## config.mk

```make
export PLATFORM = sky130hd
export DESIGN_NAME = i2s_tdm_tx
export DESIGN_NICKNAME = d
export VERILOG_FILES = /design/src/rtl/i2s_pkg.sv /design/src/rtl/i2s_sample_fifo.sv /design/src/rtl/i2s_tdm_tx.sv
export SDC_FILE = /design/constraint.sdc
export NUM_CORES = 1
export LEC_CHECK = 0
export CAP_MARGIN = 20
export CELL_PAD_IN_SITES_DETAIL_PLACEMENT = 0
export CELL_PAD_IN_SITES_GLOBAL_PLACEMENT = 2
export CORE_UTILIZATION = 45
export CTS_BUF_LIST = sky130_fd_sc_hd__clkbuf_2
export DETAILED_ROUTE_END_ITERATION = 6
export PLACE_DENSITY_LB_ADDON = 0.1
export SKIP_LAST_GASP = 1
export SLEW_MARGIN = 20
export SYNTH_ARGS = -nofsm -noshare
export SYNTH_HDL_FRONTEND = slang
export SYNTH_SLANG_ARGS = --single-unit
export TNS_END_PERCENT = 30
```

## constraint.sdc

```tcl
create_clock -name i_clk -period 4.35 [get_ports i_clk]
set_clock_uncertainty 0.15 [all_clocks]
set_input_delay 0.87 -clock i_clk [delete_from_list [all_inputs] [get_ports i_clk]]
set_output_delay 0.87 -clock i_clk [all_outputs]
set_load 0.01 [all_outputs]
```

## src/rtl/i2s_pkg.sv

```systemverilog
// Shared types for the I2S/TDM transmit path.
// Mode and state encodings plus the mode resolution helper.
package i2s_pkg;

  typedef enum logic [1:0] {
    I2S_PHILIPS = 2'd0,
    I2S_LJ      = 2'd1,
    I2S_TDM     = 2'd2
  } i2s_mode_e;

  typedef enum logic [1:0] {
    ST_IDLE  = 2'd0,
    ST_RUN   = 2'd1,
    ST_DRAIN = 2'd2
  } i2s_state_e;

  // Two-slot framings only make sense for stereo; anything else is TDM.
  function automatic i2s_mode_e mode_decode(
    input logic [1:0] m,
    input int         ch
  );
    i2s_mode_e r;
    r = I2S_TDM;
    if (ch == 2) begin
      if (m == 2'd0) r = I2S_PHILIPS;
      else if (m == 2'd1) r = I2S_LJ;
    end
    return r;
  endfunction

endpackage

```

## src/rtl/i2s_sample_fifo.sv

```systemverilog
// Interleaved sample FIFO: single push, pop of N samples at once.
// The N oldest samples are always visible on o_data.
module i2s_sample_fifo #(
  parameter int W  = 24,
  parameter int AW = 3,
  parameter int N  = 2
) (
  input  logic               i_clk,
  input  logic               i_rst_n,
  input  logic               i_push,
  input  logic [W-1:0]       i_data,
  output logic               o_ready,
  input  logic               i_pop,
  output logic [N-1:0][W-1:0] o_data,
  output logic [AW:0]        o_level
);

  localparam int DEPTH = 1 << AW;
  localparam logic [AW:0]   FULL = (AW+1)'(DEPTH);
  localparam logic [AW-1:0] NP   = AW'(N);
  localparam logic [AW:0]   NL   = (AW+1)'(N);

  logic [W-1:0]  mem_q [DEPTH];
  logic [AW-1:0] wr_ptr_q, wr_ptr_d;
  logic [AW-1:0] rd_ptr_q, rd_ptr_d;
  logic [AW:0]   level_q, level_d;
  logic          push_ok;

  assign o_ready = level_q != FULL;
  assign push_ok = i_push & o_ready;
  assign o_level = level_q;

  always_comb begin
    wr_ptr_d = wr_ptr_q;
    rd_ptr_d = rd_ptr_q;
    level_d  = level_q;
    if (push_ok) begin
      wr_ptr_d = wr_ptr_q + 1'b1;
      level_d  = level_d + 1'b1;
    end
    if (i_pop) begin
      rd_ptr_d = rd_ptr_q + NP;
      level_d  = level_d - NL;
    end
  end

  always_comb begin
    o_data = '0;
    for (int i = 0; i < N; i++) begin
      o_data[i] = mem_q[rd_ptr_q + AW'(i)];
    end
  end

  always_ff @(posedge i_clk) begin
    if (push_ok) mem_q[wr_ptr_q] <= i_data;
  end

  always_ff @(posedge i_clk or negedge i_rst_n) begin
    if (!i_rst_n) begin
      wr_ptr_q <= '0;
      rd_ptr_q <= '0;
      level_q  <= '0;
    end else begin
      wr_ptr_q <= wr_ptr_d;
      rd_ptr_q <= rd_ptr_d;
      level_q  <= level_d;
    end
  end

endmodule

```

## src/rtl/i2s_tdm_tx.sv

```systemverilog
// I2S / left-justified / TDM transmitter with divided SCK.
// Frames are loaded atomically from the FIFO and never truncated.
module i2s_tdm_tx
  import i2s_pkg::*;
#(
  parameter int SAMPLE_W = 24,
  parameter int SLOT_W   = 32,
  parameter int CHANNELS = 2,
  parameter int FIFO_AW  = 3,
  parameter int DIV_W    = 8
) (
  input  logic                i_clk,
  input  logic                i_rst_n,
  input  logic                i_enable,
  input  logic [1:0]          i_mode,
  input  logic [DIV_W-1:0]    i_clk_div,
  input  logic                i_s_valid,
  output logic                o_s_ready,
  input  logic [SAMPLE_W-1:0] i_s_data,
  input  logic                i_clr_underrun,
  output logic [FIFO_AW:0]    o_fifo_level,
  output logic                o_underrun,
  output logic                o_busy,
  output logic                o_sck,
  output logic                o_ws,
  output logic                o_sd
);

  localparam int FRAME_W = CHANNELS * SLOT_W;
  localparam int SLOT_CW = $clog2(SLOT_W);
  localparam int CH_CW   = (CHANNELS > 1) ? $clog2(CHANNELS) : 1;
  localparam logic [SLOT_CW-1:0] SLOT_LAST = SLOT_CW'(SLOT_W - 1);
  localparam logic [CH_CW-1:0]   CH_LAST   = CH_CW'(CHANNELS - 1);
  localparam logic [FIFO_AW:0]   CH_LVL    = (FIFO_AW+1)'(CHANNELS);

  i2s_state_e state_q, state_d;
  i2s_mode_e  mode_q, mode_d, start_mode;

  logic [DIV_W-1:0]   div_q, div_d;
  logic [DIV_W-1:0]   cnt_q, cnt_d;
  logic               sck_q, sck_d;
  logic               ws_q, ws_d;
  logic               und_q, und_d;
  logic [FRAME_W-1:0] sr_q, sr_d;
  logic [SLOT_CW-1:0] bis_q, bis_d;
  logic [CH_CW-1:0]   slot_q, slot_d;

  logic                             busy;
  logic                             start;
  logic                             tick;
  logic                             adv;
  logic                             frame_end;
  logic                             have_frame;
  logic                             load;
  logic                             pop;
  logic [CHANNELS-1:0][SAMPLE_W-1:0] fifo_data;
  logic [FRAME_W-1:0]               frame_word;

  i2s_sample_fifo #(
    .W  (SAMPLE_W),
    .AW (FIFO_AW),
    .N  (CHANNELS)
  ) u_fifo (
    .i_clk   (i_clk),
    .i_rst_n (i_rst_n),
    .i_push  (i_s_valid),
    .i_data  (i_s_data),
    .o_ready (o_s_ready),
    .i_pop   (pop),
    .o_data  (fifo_data),
    .o_level (o_fifo_level)
  );

  assign busy       = state_q != ST_IDLE;
  assign start      = (state_q == ST_IDLE) & i_enable;
  assign start_mode = mode_decode(i_mode, CHANNELS);
  assign tick       = busy & (cnt_q == div_q);
  assign adv        = tick & sck_q;
  assign frame_end  = adv & (bis_q == SLOT_LAST)
                    & (slot_q == CH_LAST);
  assign have_frame = o_fifo_level >= CH_LVL;
  assign load       = (start & (start_mode == I2S_LJ))
                    | (frame_end & i_enable);
  assign pop        = load & have_frame;

  // ch0 sits at the top so the frame shifts out MSB-first.
  always_comb begin
    frame_word = '0;
    for (int c = 0; c < CHANNELS; c++) begin
      frame_word[FRAME_W-1-c*SLOT_W -: SAMPLE_W] = fifo_data[c];
    end
  end

  always_ff @(posedge i_clk or negedge i_rst_n) begin
    if (!i_rst_n) state_q <= ST_IDLE;
    else          state_q <= state_d;
  end

  always_comb begin
    state_d = state_q;
    unique case (state_q)
      ST_IDLE: begin
        if (i_enable) state_d = ST_RUN;
      end
      ST_RUN: begin
        if (!i_enable)
          state_d = frame_end ? ST_IDLE : ST_DRAIN;
      end
      ST_DRAIN: begin
        if (i_enable)       state_d = ST_RUN;
        else if (frame_end) state_d = ST_IDLE;
      end
      default: state_d = ST_IDLE;
    endcase
  end

  always_comb begin
    o_busy     = busy;
    o_sck      = sck_q;
    o_ws       = ws_q;
    o_sd       = busy & sr_q[FRAME_W-1];
    o_underrun = und_q;
  end

  always_comb begin
    mode_d = mode_q;
    div_d  = div_q;
    cnt_d  = cnt_q;
    sck_d  = sck_q;
    ws_d   = ws_q;
    sr_d   = sr_q;
    bis_d  = bis_q;
    slot_d = slot_q;
    und_d  = und_q;
    if (i_clr_underrun) und_d = 1'b0;
    if (start) begin
      mode_d = start_mode;
      div_d  = i_clk_div;
      cnt_d  = '0;
      sck_d  = 1'b0;
      sr_d   = '0;
      // Non-LJ modes open with a lead-in bit posing as the last bit.
      if (start_mode == I2S_LJ) begin
        bis_d  = '0;
        slot_d = '0;
      end else begin
        bis_d  = SLOT_LAST;
        slot_d = CH_LAST;
      end
    end else if (tick) begin
      cnt_d = '0;
      sck_d = ~sck_q;
      if (frame_end) begin
        bis_d  = '0;
        slot_d = '0;
        div_d  = i_clk_div;
        if (!i_enable) sr_d = '0;
      end else if (adv) begin
        sr_d = sr_q << 1;
        if (bis_q == SLOT_LAST) begin
          bis_d  = '0;
          slot_d = slot_q + 1'b1;
        end else begin
          bis_d = bis_q + 1'b1;
        end
      end
    end else if (busy) begin
      cnt_d = cnt_q + 1'b1;
    end
    if (load) begin
      sr_d = have_frame ? frame_word : '0;
      if (!have_frame) und_d = 1'b1;
    end
    if (start | adv) begin
      if (frame_end & !i_enable) begin
        ws_d = 1'b0;
      end else begin
        unique case (1'b1)
          mode_d == I2S_LJ:
            ws_d = slot_d == '0;
          mode_d == I2S_PHILIPS:
            ws_d = (bis_d == SLOT_LAST) ? ~slot_d[0]
                                        : slot_d[0];
          default:
            ws_d = i_enable & (slot_d == CH_LAST)
                 & (bis_d == SLOT_LAST);
        endcase
      end
    end
  end

  always_ff @(posedge i_clk or negedge i_rst_n) begin
    if (!i_rst_n) begin
      mode_q <= I2S_PHILIPS;
      div_q  <= '0;
      cnt_q  <= '0;
      sck_q  <= 1'b0;
      ws_q   <= 1'b0;
      sr_q   <= '0;
      bis_q  <= '0;
      slot_q <= '0;
      und_q  <= 1'b0;
    end else begin
      mode_q <= mode_d;
      div_q  <= div_d;
      cnt_q  <= cnt_d;
      sck_q  <= sck_d;
      ws_q   <= ws_d;
      sr_q   <= sr_d;
      bis_q  <= bis_d;
      slot_q <= slot_d;
      und_q  <= und_d;
    end
  end

endmodule
```

# Word-level counts from Yosys, hierarchy flattened
# Memory sizes are Yosys's and may differ from the RTL's.
# Cells that the tools add are included.
# Widths: inputs -> output; s select.
[word_totals]
regBits = 103
latch_bits = 0
ram_bits = 192
mem_bits_ro = 0
inputBits = 39
out_inout_bits = 10
wordCells = 112
n_memories = 1
[classes]
addsub = 8
multipliers = 0
div_mod_pow = 0
magnitude_cmp = 1
eq_ne = 13
n_shift = 0
mux = 46
bitwise = 17
reduce_logical = 13
[mem_list]
columns = ["memory", "words", "word_bits", "read_ports", "rd_ports_with_merged_regs", "write_ports", "line", "source"]
rows = [
  ["u_fifo.mem_q", 8, 24, 2, 0, 1, "i2s_sample_fifo.sv:23", "logic [W-1:0] mem_q [DEPTH];"],
]
[op_table]
columns = ["op", "n"]
rows = [
  ["$mux 64", 7],
  ["$mux 8", 6],
  ["$mux 5", 6],
  ["$mux 2", 8],
  ["$mux 1", 15],
  ["$and 1x1->1", 13],
  ["$eq 5x5->1 const B", 2],
  ["$add 8x1->8 const B", 1],
  ["$eq 2x1->1 const B", 4],
  ["$eq 8x8->1", 1],
  ["$mux 4", 2],
  ["$add 3x1->3 const B", 2],
  ["$logic_not 2->1", 3],
  ["$pmux 2 s3", 1],
  ["$reduce_and 3->1", 2],
  ["$reduce_bool 2->1", 3],
  ["$reduce_bool 3->1", 2],
  ["$add 5x1->5 const B", 1],
  ["$add 4x1->4 const B", 1],
  ["$ge 4x2->1 const B", 1],
  ["$ne 2x2->1 const B", 2],
  ["$ne 4x3->1 const B", 1],
  ["$ne 4x4->1 const B", 1],
  ["$reduce_bool 4->1", 1],
  ["other kinds (10)", 12],
]

# Longest topological paths before layout
[logic_depth]
ltp_word = 12
mapped_depth = 10
depth_no_buf = 9

# By module
# A second synthesis with hierarchy kept.
[hier_totals]
cells_unflattened = 682
area_unflattened_um2 = 11413.4
[modules_own_cells]
columns = ["mod", "n_inst", "cells_per_inst", "area_per_inst_um2", "seq_area_each_um2"]
rows = [
  ["i2s_sample_fifo", 1, 305, 7532.2, 5990.7],
  ["i2s_tdm_tx", 1, 377, 3881.2, 2127.0],
]

# Worst setup path after synthesis
# OpenSTA, ideal clock, no wires.
[synth_timing]
path_kind = "flip-flop to flip-flop"
from = "register u_fifo.level_q[0] (netlist: u_fifo.o_level[0])"
to = "memory u_fifo.mem_q[0][0] (enable)"
setup_time_ns = 0.466
arrival_ns = 3.354
t_required_ns = 3.734
setup_slack_ns = 0.380
path_stages_with_launch = 6
n_path_buf = 0
period_less_slack_ns = 3.970
cell_sequence = "dfrtp_1 inv_1 ha_1 nand3b_1 nand2_1 nor4_1"
[synth_via]
elab_chain_len = 4
[synth_rtl]
columns = ["element", "line", "source"]
rows = [
  ["start: declaration", "i2s_sample_fifo.sv:26", "logic [AW:0] level_q, level_d;"],
  ["start signal: assignment", "i2s_sample_fifo.sv:66", "level_q <= level_d;"],
  ["$ne 4x4->1", "i2s_sample_fifo.sv:29", "assign o_ready = level_q != FULL;"],
  ["named net o_s_ready", "i2s_tdm_tx.sv:18", "output logic o_s_ready,"],
  ["$and 1x1->1", "i2s_sample_fifo.sv:30", "assign push_ok = i_push & o_ready;"],
  ["$mux 1", "i2s_sample_fifo.sv:55", "if (push_ok) mem_q[wr_ptr_q] <= i_data;"],
  ["$mux 1 (implied by the code)", "i2s_sample_fifo.sv:55", ""],
  ["end: declaration", "i2s_sample_fifo.sv:23", ""],
]
# The timed path passes the listed nets, and every way through them passes these cells.

# Worst setup path in the final report
[layout_timing]
from = "register state_q[1]"
to = "output port o_sd"
[layout_via]
elab_chain_len = 2
[layout_rtl]
columns = ["element", "line", "source"]
rows = [
  ["start: declaration", "i2s_tdm_tx.sv:36", "i2s_state_e state_q, state_d;"],
  ["start signal: assignment", "i2s_tdm_tx.sv:96", "else state_q <= state_d;"],
  ["$reduce_bool 2->1", "i2s_tdm_tx.sv:74", "assign busy = state_q != ST_IDLE;"],
  ["$and 1x1->1", "i2s_tdm_tx.sv:121", "o_sd = busy & sr_q[FRAME_W-1];"],
  ["end: declaration", "i2s_tdm_tx.sv:26", "output logic o_sd"],
]
# No other way between the ends.

==> results.sh <==
export IMPL_seq_power_share_pct=51.6
export IMPL_synth_edf_count=192
export IMPL_sw_frac_of_total_pct=31.00
export IMPL_detail_route_antenna_nets=0
export IMPL_layout_min_cycle_time_ns=3.548
export IMPL_ys_types=56
export IMPL_grt_first_pass_wirelength_mm=36.09
export IMPL_worst_ir_drop_vdd_uv=273.6
export IMPL_cts_made_buffers=74
export IMPL_min_path_type="reg -> reg"
export IMPL_status="completed"
export IMPL_pwr_share_clk_pct=24.5
export IMPL_area_growth_pct=13.73
export IMPL_die_w_um=160.8
export IMPL_whs_ns=0.3352
export IMPL_postCtsSetupBuffers=0
export IMPL_synth_warnings=0
export IMPL_grt_start_max_net_pins=80
export IMPL_setup_ws_ns=0.8020
export IMPL_grt_pass1_vias=6752
export IMPL_syn_nets=735
export IMPL_maxCapViolations=0
export IMPL_hold_buffers=1
export IMPL_final_hold_violation_count=0
export IMPL_coreArea_um2=24530
export IMPL_rsz0062_at_grt="no"
export IMPL_layout_common_cells="edfxtp_1 (192), clkbuf_2 (115), dfrtp_1 (92)"
export IMPL_rows=57
export IMPL_start_kind="register"
export IMPL_drt_iter0_drc=296
export IMPL_h_tree_depth=3
export IMPL_drc=0
export IMPL_routedWlPerCell_um=19.03
export IMPL_tns_ns=0
export IMPL_power_internal_mw=4.955
export IMPL_num_io_pins=49
export IMPL_yosys_area_top_type="edfxtp_1"
export IMPL_synth_seq_cells=286
export IMPL_power_switching_mw=2.226
export IMPL_die_area_um2=25870
export IMPL_start_util_pct=46.28
export IMPL_grt_usage_pct=18.29
export IMPL_relSlewSlack_pct=49.17
export IMPL_syn_area_per_cell_um2=16.50
export IMPL_synth_area_leaders="edfxtp_1 (51%), dfrtp_1 (21%), mux4_2 (9.5%)"
export IMPL_tightestPinTransition_ns=0.7625
export IMPL_cpMaxStageDelayCell="clkdlybuf4s50_1"
export IMPL_place_gp_congestion=0.7931
export IMPL_synth_top_flop_cell="edfxtp_1"
export IMPL_syn_inst=688
export IMPL_clock_latency_ns=0.82
export IMPL_arrival_ns=2.53
export IMPL_setup_viol=0
export IMPL_worst_setup_path_end_kind="primary output"
export IMPL_grt_antenna_before_repair=1
export IMPL_layout_commonest_cell="edfxtp_1"
export IMPL_layout_drive_gt1_share_pct=25.12
export IMPL_final_cells=1177
export IMPL_routed_via_density=5.337
export IMPL_grt_overflow_total=0
export IMPL_yosysTopAreaCellShare_pct=50.78
export IMPL_vias=6282
export IMPL_cts_buffer_depth=3
export IMPL_cts_tree="yes"
export IMPL_nNetsFinal=838
export IMPL_ys_seq_area_share_pct=71.49
export IMPL_crit_chain="nor2_1 > inv_1 > and2_1 > clkdlybuf4s50_1"
export IMPL_root_buffer="clkbuf_2"
export IMPL_fmax_mhz=281.8
export IMPL_syn_area_um2=11350
export IMPL_critPathMaxStageDelay_ns=0.47
export IMPL_clk_pin_slew_ns=0.09
export IMPL_drt_wl_total_mm=22.39
export IMPL_worstPathMaxFanout=7
export IMPL_period_share_pct=81.56
export IMPL_total_leakage_power_nw=4.697
export IMPL_pwr_density_cell_nw_per_um2=556.1
export IMPL_async_flop_share_pct=32.87
export IMPL_path_class="reg -> out"
export IMPL_required_ns=3.33
export IMPL_cts_resized=0
export IMPL_slew_violations=0
export IMPL_clock_sinks=286
export IMPL_first_pass_iters=4
export IMPL_dp_hpwl_mm=12.44
export IMPL_preCtsSetupSlack_ns=1.156
export IMPL_dieHeight_um=160.8
export IMPL_combPwrFrac_pct=23.8
export IMPL_io_buffers=48
export IMPL_dp_cells=1038
## Yosys cell counts, types with 3 or more instances
library cell,n
mux4_2,48
clkbuf_1,23
a22o_1,9
nand3_1,6
xnor2_1,15
inv_1,7
buf_6,5
nand2b_1,4
dfrtp_1,94
and2_1,4
xor2_1,7
mux2i_1,4
edfxtp_1,192
o21ai_0,11
nor2_1,21
buf_2,7
ha_1,8
buf_4,3
nor3_1,7
nand2_1,73
o21ai_1,45
a31oi_1,3
mux2_2,5
a22oi_1,48
## cell type report
cell class	count	area, um2
Fill cell	2098	11620
Sequential cell	286	8120
Multi-Input combinational cell	356	3053
Timing Repair Buffer	65	636.9
Clock buffer	115	575.6
Tap cell	324	405.4
Clock inverter	22	90.09
Inverter	8	30.03
Antenna cell	1	2.502
## power groups by stage
| stage | clock network (mW) | registers, mW | logic, mW |
|---|---|---|---|
| 2_1_floorplan | 0 | 3.66 | 1.27 |
| 3_3_place_gp | 0 | 3.74 | 1.72 |
| 3_5_place_dp | 0 | 3.77 | 1.76 |
| 4_1_cts | 1.84 | 3.71 | 1.76 |
| 5_1_grt | 1.97 | 3.77 | 1.90 |
| 6_report | 1.76 | 3.71 | 1.71 |
## through the flow
| step | instance area (um2) | total power [mW] | utilization (%) |
|---|---|---|---|
| finish | 12910 | 7.181 | 52.64 |
| detailed placement | 12230 | 5.527 | 49.86 |
| global placement | 12230 | 5.464 | 49.86 |
| CTS | 12910 | 7.318 | 52.61 |
| global route | 12910 | 7.637 | 52.64 |
| floorplan | 11350 | 4.929 | - |
## cell families after synthesis
group,after synthesis,synth area share [%]
xor gates and xnor gates,22,1.697
adders and majority gates,8,0.8816
DFF,286,71.49
AOI/OAI and AO/OA,130,7.692
and+or+nand+nor,139,5.840
muxes,57,10.37
buffers and inverters,46,2.027
## worst max-delay path: cells and delay by family, from the launching register on
kind          cells  cell delay, ns
buf+inv           2            0.71
flops             1            0.41
simple gates      2            0.59
## flip-flops by register name (all words and copies together) (netlist names)
name             cells
u_fifo.mem_q       192
sr_q                56
cnt_q                8
div_q                8
bis_q                5
u_fifo.o_level       4
u_fifo.wr_ptr_q      3
mode_q               2
state_q              2
u_fifo.rd_ptr_q      2
o_sck                1
o_underrun           1
o_ws                 1
slot_q               1
## per-layer routing
| layer | global-route usage [%] | up-vias | wire (um) |
|---|---|---|---|
| li1 | - | 2913 | - |
| met3 | 4.184 | 55 | 909 |
| met4 | 7.547 | 0 | 547 |
| met5 | 0 | - | 0 |
| met1 | 22.12 | 3168 | 9270 |
| met2 | 31.60 | 146 | 11670 |
## path summary, 6_finish.rpt
check	start	to	slack, ns	cells after the start
max in group asynchronous	i_rst_n	bis_q[2]	2.69	3
setup reg to reg	cnt_q[6]	u_fifo.rd_ptr_q[2]	1.24	8
min in group asynchronous	i_rst_n	sr_q[10]	0.47	2
hold reg to reg	sr_q[9]	sr_q[9]	0.34	2
hold / removal	sr_q[9]	sr_q[9]	0.34	2
setup / recovery	state_q[1]	o_sd	0.80	4
Power figures use the tool's default switching activity.
